==> src/rtl/uart_baudgen_frac.sv <==
// Fractional-N baud tick generator. Produces one-cycle oversample, bit and
// mid-bit ticks from a runtime-loadable integer+fraction clock divisor.
module uart_baudgen_frac #(
  parameter int  SystemClockFreq = 50_000_000,
  parameter int  BaudRate        = 9600,
  parameter int  OverSample      = 16,
  parameter int  IntWidth        = 16,
  parameter int  FracWidth       = 8,
  localparam int IdxW            = $clog2(OverSample)
) (
  input  logic                 i_clk,
  input  logic                 i_rst_n,
  input  logic                 i_en,
  input  logic                 i_sync,
  input  logic                 i_div_load,
  input  logic [IntWidth-1:0]  i_div_int,
  input  logic [FracWidth-1:0] i_div_frac,
  output logic                 o_os_tick,
  output logic                 o_bit_tick,
  output logic                 o_mid_tick,
  output logic [IdxW-1:0]      o_os_idx,
  output logic                 o_cfg_err
);

  localparam int TickRate = BaudRate * OverSample;
  localparam logic [IntWidth-1:0]  DefInt  = IntWidth'(SystemClockFreq / TickRate);
  localparam logic [FracWidth-1:0] DefFrac =
    FracWidth'((longint'(SystemClockFreq % TickRate) << FracWidth) / TickRate);
  localparam int CntW = IntWidth + 1;
  localparam logic [IdxW-1:0] IdxLast = IdxW'(OverSample - 1);
  localparam logic [IdxW-1:0] IdxMid  = IdxW'(OverSample / 2);

  logic [IntWidth-1:0]  div_int_q, div_int_d;
  logic [FracWidth-1:0] div_frac_q, div_frac_d;
  logic                 cfg_err_q, cfg_err_d;
  logic [FracWidth-1:0] acc_q, acc_d;
  logic [CntW-1:0]      cnt_q, cnt_d;
  logic [CntW-1:0]      p_q, p_d;
  logic [IdxW-1:0]      idx_q, idx_d;
  logic                 os_tick_q, os_tick_d;
  logic                 bit_tick_q, bit_tick_d;
  logic                 mid_tick_q, mid_tick_d;

  // A same-edge valid load feeds straight into any interval start on that edge.
  logic                 load_ok;
  logic [IntWidth-1:0]  int_eff;
  logic [FracWidth-1:0] frac_eff;
  logic [FracWidth-1:0] acc_start;
  logic [FracWidth:0]   sum;
  logic [CntW-1:0]      p_new;
  logic [IdxW-1:0]      idx_inc;

  assign load_ok   = i_div_load && (i_div_int >= IntWidth'(2));
  assign int_eff   = load_ok ? i_div_int  : div_int_q;
  assign frac_eff  = load_ok ? i_div_frac : div_frac_q;
  // A sync restarts the accumulator from zero before the fresh interval is sized.
  assign acc_start = i_sync ? '0 : acc_q;
  assign sum       = {1'b0, acc_start} + {1'b0, frac_eff};
  assign p_new     = {1'b0, int_eff} + {{IntWidth{1'b0}}, sum[FracWidth]};
  assign idx_inc   = (idx_q == IdxLast) ? '0 : idx_q + 1'b1;

  // Next-state: divisor load, sync restart, interval counting and tick decode.
  always_comb begin
    div_int_d  = div_int_q;
    div_frac_d = div_frac_q;
    cfg_err_d  = cfg_err_q;
    acc_d      = acc_q;
    cnt_d      = cnt_q;
    p_d        = p_q;
    idx_d      = idx_q;
    os_tick_d  = 1'b0;
    bit_tick_d = 1'b0;
    mid_tick_d = 1'b0;

    if (i_div_load) begin
      if (load_ok) begin
        div_int_d  = i_div_int;
        div_frac_d = i_div_frac;
        cfg_err_d  = 1'b0;
      end else begin
        cfg_err_d  = 1'b1;
      end
    end

    if (i_sync) begin
      cnt_d = '0;
      idx_d = '0;
      acc_d = sum[FracWidth-1:0];
      p_d   = p_new;
    end else if (i_en) begin
      if (cnt_q == p_q - 1'b1) begin
        cnt_d      = '0;
        acc_d      = sum[FracWidth-1:0];
        p_d        = p_new;
        idx_d      = idx_inc;
        os_tick_d  = 1'b1;
        bit_tick_d = (idx_inc == '0);
        mid_tick_d = (idx_inc == IdxMid);
      end else begin
        cnt_d = cnt_q + 1'b1;
      end
    end
  end

  // State registers. Reset leaves the block just past an interval start with
  // acc=0: the first interval is DefInt long (0+DefFrac cannot carry) and the
  // accumulator already holds DefFrac.
  always_ff @(posedge i_clk or negedge i_rst_n) begin
    if (!i_rst_n) begin
      div_int_q  <= DefInt;
      div_frac_q <= DefFrac;
      cfg_err_q  <= 1'b0;
      acc_q      <= DefFrac;
      cnt_q      <= '0;
      p_q        <= {1'b0, DefInt};
      idx_q      <= '0;
      os_tick_q  <= 1'b0;
      bit_tick_q <= 1'b0;
      mid_tick_q <= 1'b0;
    end else begin
      div_int_q  <= div_int_d;
      div_frac_q <= div_frac_d;
      cfg_err_q  <= cfg_err_d;
      acc_q      <= acc_d;
      cnt_q      <= cnt_d;
      p_q        <= p_d;
      idx_q      <= idx_d;
      os_tick_q  <= os_tick_d;
      bit_tick_q <= bit_tick_d;
      mid_tick_q <= mid_tick_d;
    end
  end

  assign o_os_tick  = os_tick_q;
  assign o_bit_tick = bit_tick_q;
  assign o_mid_tick = mid_tick_q;
  assign o_os_idx   = idx_q;
  assign o_cfg_err  = cfg_err_q;

endmodule

==> config.mk <==
export PLATFORM = sky130hd
export DESIGN_NAME = uart_baudgen_frac
export DESIGN_NICKNAME = d
export VERILOG_FILES = /design/src/rtl/uart_baudgen_frac.sv
export SDC_FILE = /design/constraint.sdc
export NUM_CORES = 1
export LEC_CHECK = 0
export ABC_AREA = 0
export CORE_MARGIN = 2
export CORE_UTILIZATION = 30
export DETAILED_ROUTE_END_ITERATION = 12
export PLACE_DENSITY = 0.53
export SLEW_MARGIN = 20
export SYNTH_ARGS = -nofsm -noshare
export SYNTH_HDL_FRONTEND = slang
export SYNTH_SLANG_ARGS = --single-unit
export TNS_END_PERCENT = 30
==> constraint.sdc <==
create_clock -name i_clk -period 7.5 [get_ports i_clk]
set_clock_uncertainty 0.05 [all_clocks]
set_input_delay 0.75 -clock i_clk [delete_from_list [all_inputs] [get_ports i_clk]]
set_output_delay 0.75 -clock i_clk [all_outputs]
set_load 0.05 [all_outputs]
==> results of run 1 <==
==> how the worst max path moves through the flow <==
stage / cells after the start / slack [ps] / start / endpoint
final: 22 / 1800 / i_div_int[14] / p_q[11]
after global routing: 22 / 1370 / i_div_int[14] / p_q[11]
after CTS: 22 / 1720 / i_div_int[14] / p_q[11]
after detailed placement: 22 / 1360 / i_div_int[14] / p_q[11]
after global placement: 22 / 1600 / i_div_int[14] / p_q[11]
after floorplan: 24 / 2160 / i_div_int[14] / p_q[11]
==> power by group <==
part           internal (mW)  switching [mW]  total (mW)
sequential             0.462          0.0567       0.519
combinational          0.143           0.141       0.284
clock                  0.233           0.171       0.404
total                  0.838           0.369        1.21
==> sequential cells by signal (all words and copies together) (netlist names) <==
register and flops:
cnt_q 17, p_q 17, div_int_q 16, acc_q 8, div_frac_q 8, o_os_idx 4
o_bit_tick 1, o_cfg_err 1, o_mid_tick 1, o_os_tick 1
==> cell families (layout without fill, tap and decap cells) <==
logic type      count (synthesis)  count (layout)  share of synthesized area
compound gates                 92              92                      0.130
xor+xnor                       40              40                     0.0739
fa+ha+maj                      15              15                     0.0412
buf+inv                        39              70                     0.0428
flops                          74              74                      0.394
mux                            50              50                      0.119
simple gates                  170             170                      0.199
==> synthesized netlist by cell type, drive strengths merged (2+ instances only) <==
cell	instances	area [um2]
or2b	2	15.0
o21bai	3	22.5
o2bb2ai	2	17.5
and2	4	25.0
dfrtp	60	1500
mux2i	16	160
ha	14	175
clkbuf	9	33.8
buf	16	116
nor3	11	71.3
mux2	34	405
dfstp	14	368
nor2	23	86.3
a31oi	15	109
and3	10	62.6
xor2	14	123
nand3	21	118
nand2	50	188
or3	2	17.5
o2111ai	2	17.5
a41oi	2	17.5
o31ai	5	56.3
nor3b	2	15.0
xnor2	26	228
inv	14	52.6
nor4	12	111
nor4b	3	32.5
o21ai	25	125
a21o	2	15.0
nand2b	11	68.8
a21oi	26	134
nand4	4	25.0
nor2b	10	62.6
==> cell usage in the layout (no fill, tap or decap), drive strengths merged, types with 16 or more instances in the layout <==
cell	instances
a21oi	26
clkdlybuf4s50	35
dfrtp	60
mux2	34
mux2i	16
nand2	50
nand3	21
nor2	23
o21ai	25
xnor2	26
==> cell type report <==
type	count	area [um2]	share of cell area
Sequential cell	74	1870	0.336
Multi-Input combinational cell	367	2690	0.483
Clock inverter	6	40.0	0.00720
Inverter	14	52.6	0.00945
Clock buffer	10	239	0.0430
Tap cell	211	264	0.0475
Timing Repair Buffer	40	408	0.0734
==> metal layers <==
metal | vias to the layer above | wire length [um]
met5 | - | 0
met4 | 0 | 116
met3 | 11 | 359
met2 | 58 | 4640
met1 | 1678 | 4850
li1 | 1766 | -
==> stage by stage <==
stage,util,power (mW)
after floorplan,-,0.739
after global placement,0.343,0.802
after detailed placement,0.343,0.807
after CTS,0.361,1.22
after global routing,0.363,1.28
final,0.363,1.21
==> summary.md, run 1 <==
| Metric | Value |
|---|---|
| Routed Antenna Nets | 0 |
| Slew Viols, Final | 0 |
| Fin crit share | 0.760 |
| Least-Margin Pin Slew | 751 ps |
| Crit path kind | in2reg |
| Slowest stage cell, crit path | o21ai_4 |
| # clock sinks | 74 |
| Placed cells | 705 |
| Post-CTS setup buffer count | 0 |
| Post-Syn Area | 4740 um2 |
| Fin nets | 550 |
| Buf/Inv on CP | 1 |
| Cell Pwr Density | 217 nW/um2 |
| Worst setup SP type | input pin |
| Die H | 130 um |
| Core area | 15300 um2 |
| Routed wire per std cell | 13.8 um |
| Grt met3 use | 0.0451 |
| Pleak | 2.24 nW |
| Fin area | 5560 um2 |
| First-pass GRT wire length | 16.9 mm |
| Highest ir drop seen on vdd | 124 uV |
| Share of cells above drive strength 1 | 0.166 |
| DP HPWL | 7.10 mm |
| Root Driver | clkbuf_16 |
| Vias | 3513 |
| GPL Wtd Cong | 0.862 |
| Post-Route WL | 9.96 mm |
| Synth Register Bits | 74 |
| Max cap viols | 0 |
| FF-to-FF End | p_q[11] |
| Status | complete, no violations |
| Relative slew slack | 0.493 |
| Reg-to-Reg Start | div_frac_q[0] |
| Post-synth EDFFs | 0 |
| TritonCTS buffer count | 9 |
| Most used routing layer | met2 |
| Setup TNS Final | 0 ps |
| RSZ-0062 raised after global routing | no |
| H-tree depth | 3 |
| # hold bufs at CTS | 0 |
| Synthesized area per cell | 9.88 um2 |
| Die width | 130 um |
| # IOs | 37 |
| Initial core utilization | 0.310 |
| CTS tree | built |
| Arrival @ worst endpoint | 5880 ps |
| Final hold slack | 243 ps |
| Die area | 16800 um2 |
| Synth cell types | 66 |
| Peak Freq | 176 MHz |
| Synth warn | 0 |
| Grt total ovfl | 0 |
| Mapped Nets | 524 |
| Post-cts resize count | 0 |
| Final Hold Viols | 0 |
| Area post-placement | 5250 um2 |
| Final min period | 5700 ps |
| Worst hold path class | in2async |
| Area grow syn2layout | 17.3% |
| Crit path cell chain | clkdlybuf4s50_1, nor4_1, nand4_1, o21ai_4, mux2_2, ha_1, fa_1, a21oi_1, nor2_1, nor2_1, o21bai_1, a21oi_1, nor2b_1, o21ai_0, nand2b_1, ha_1, and2_1, mux2i_1, nor2_1, nand2_1, xnor2_1, mux2_4 |
| Post-synth top flop | dfrtp_1 |
| Slack of the critical path | 1800 ps |
| Critical Path Max Stage Delay | 550 ps |
| Cell mode on critical path | nor2_1 |
| Req. time, crit path | 7680 ps |
| Mapped Cells | 480 |
| # fillers | 1552 |
| Vias in the first global route | 3436 |
| Gr usage total | 0.128 |
| Final std cells w/o fill | 722 |
| Dpl ws | 1360 ps |
| Top delay family on crit path | simple AND/OR/NAND/NOR gates |
| Clk buf depth | 2 |
| Met2 global-route usage | 0.198 |
| GR Layer Usage met1 | 0.171 |
| Worst Setup End Kind | register |
| # setup viols final | 0 |
| Initial drt markers | 181 |
| Seq/Total Area, Yosys | 0.394 |
| Placement Rows | 45 |
| Drt drc | 0 |
| Router iterations before antenna repair | 5 |
| Initial antenna violation count | 0 |
| Largest net degree at the start of global routing | 75 |
| R2r setup slk | 3780 ps |
| CP Max Fanout | 18 |
| Clock Pin Slew Worst Setup and Hold Paths | 60 ps |
| R2R cell count | 18 |
| Antenna fix cells | 0 |
| Via-to-Cell Ratio | 4.87 |
| Synth async-reset ratio | 1.00 |
| Clock Latency Late Sink | 340 ps |
| Port-buffer cells | 36 |
(Power assumes the default switching activity.)
==> inputs of run 2 (changes only) <==
clock period = 5.6 ns   (was 7.5 ns; I/O delays follow)
==> run 2 against run 1 <==
Against the previous run:
- worst setup slack got worse by 1300 ps
- sequential share of layout area down 0.38 points
- worst hold slack improved by 73 ps
- sequential power grew 34%
- register-to-register slack got worse by 1900 ps
- count of clock-buffer cells in the layout fell by 1
- final cell count grew 0.14%
- total power is 46% higher
- critical path depth unchanged
- critical path type unchanged
- critical endpoint unchanged
- largest power group unchanged
==> summary.md, run 2 (same netlist as run 1, synthesis figures left out) <==
| Metric | Value |
|---|---|
| Final Hold Viols | 0 |
| Worst Setup End Kind | register |
| Antenna fix cells | 0 |
| Reg area | 1870 um2 |
| Final min period | 5060 ps |
| Placement Rows | 45 |
| Router iterations before antenna repair | 4 |
| GR Layer Usage met1 | 0.179 |
| Routed Antenna Nets | 0 |
| H-tree depth | 3 |
| Cell Pwr Density | 313 nW/um2 |
| DP HPWL | 7.32 mm |
| # fillers | 1576 |
| Req. time, crit path | 5780 ps |
| Placed cells | 707 |
| Initial drt markers | 256 |
| Worst hold path class | in2async |
| # clock sinks | 74 |
| Most used routing layer | met2 |
| Area grow syn2layout | 18.6% |
| Status | complete, no violations |
| Grt met3 use | 0.0262 |
| Die area | 16800 um2 |
| Vias in the first global route | 3419 |
| Most common cell after layout, fill and taps aside | dfrtp_1 |
| Pleak | 2.26 nW |
| Vias | 3479 |
| Port-buffer cells | 36 |
| Drt drc | 0 |
| Clock Latency Late Sink | 340 ps |
| Peak Freq | 198 MHz |
| Met2 global-route usage | 0.195 |
| Final std cells w/o fill | 723 |
| R2R cell count | 11 |
| CTS tree | built |
| Via-to-Cell Ratio | 4.81 |
| Clk buf depth | 2 |
| First-pass GRT wire length | 17.0 mm |
| Max cap viols | 0 |
| Share of cells above drive strength 1 | 0.170 |
| Highest ir drop seen on vdd | 184 uV |
| Relative slew slack | 0.368 |
| # setup viols final | 0 |
| TritonCTS buffer count | 9 |
| Routed wire per std cell | 13.8 um |
| Root Driver | clkbuf_16 |
| Post-CTS setup buffer count | 0 |
| RSZ-0062 raised after global routing | no |
| Dpl ws | -69.7 ps |
| Most frequent cells in the layout | dfrtp_1 (60), nand2_1 (50), clkdlybuf4s50_1 (35), mux2_2 (28), xnor2_1 (26) |
| Post-Route WL | 10.0 mm |
| Final hold slack | 316 ps |
| Slew Viols, Final | 0 |
| Largest net degree at the start of global routing | 75 |
| Grt total ovfl | 0 |
| Crit path kind | in2reg |
| Top flop regs | cnt_q x17, p_q x17, div_int_q x16 |
| Arrival @ worst endpoint | 5240 ps |
| Core area | 15300 um2 |
| Gr usage total | 0.128 |
| Die H | 130 um |
| Clock Pin Slew Worst Setup and Hold Paths | 60 ps |
| Die width | 130 um |
| Slack of the critical path | 537 ps |
| Worst setup SP type | input pin |
| Initial core utilization | 0.310 |
| GPL Wtd Cong | 0.803 |
| CP Max Fanout | 6 |
| Multi-input gate area | 2690 um2 |
| Least-Margin Pin Slew | 948 ps |
| Initial antenna violation count | 0 |
| Fin crit share | 0.904 |
| # IOs | 37 |
| Fin nets | 551 |
-- run 2: power by group --
part / internal (mW) / total (mW) / leakage [nW] / switching (mW)
combinational: 0.191 / 0.380 / 1.18 / 0.189
sequential: 0.618 / 0.696 / 0.911 / 0.0775
clock: 0.439 / 0.685 / 0.167 / 0.246
-- run 2: per-layer routing --
metal | vias up | routed length (um)
met3 | 15 | 243
met1 | 1658 | 5150
li1 | 1767 | -
met2 | 39 | 4380
met4 | 0 | 232
met5 | - | 0
-- run 2: worst max-delay path, stage by stage --
cell	delay, ps
clkdlybuf4s50_1	450
nor4_2	380
nand4_1	250
o21ai_4	280
mux2_2	370
ha_1	230
fa_1	410
a21oi_1	160
nor2_1	50
nor2_1	150
o21bai_1	90
a21oi_1	230
nor2b_1	70
o21ai_0	150
nand2b_1	100
ha_1	260
and2_1	160
mux2i_1	330
nor2_1	110
nand2_1	100
xnor2_1	70
mux2_4	270
-- run 2: timing repair --
action,in CTS,in global routing
endpoints found under the setup margin,0,2
hold buffers,0,0
gates resized for setup,0,1
-- run 2: final cells by class --
type	count	area share
Clock buffer	9	0.0400
Clock inverter	7	0.0220
Inverter	14	0.00934
Multi-Input combinational cell	367	0.479
Sequential cell	74	0.332
Tap cell	211	0.0469
Timing Repair Buffer	41	0.0703
-- run 2: per-stage QoR --
stage,utilization,total power [mW],setup TNS (ps),cell area [um2]
6_report,0.367,1.76,0,5620
5_1_grt,0.367,1.87,0,5620
4_1_cts,0.366,1.78,0,5610
3_5_place_dp,0.344,1.09,-101,5260
3_3_place_gp,0.344,1.08,0,5260
2_1_floorplan,-,0.990,0,4740
-- run 2: worst paths after layout --
kind / start / endpoint / slack (ps)
setup / recovery: i_div_int[14] / p_q[11] / 540
hold / removal: i_rst_n / cnt_q[14] / 320
setup reg to reg: p_q[1] / p_q[16] / 1840
hold reg to reg: acc_q[2] / acc_q[2] / 430
max in group asynchronous: i_rst_n / p_q[5] / 4580
min in group i_clk: acc_q[2] / acc_q[2] / 430
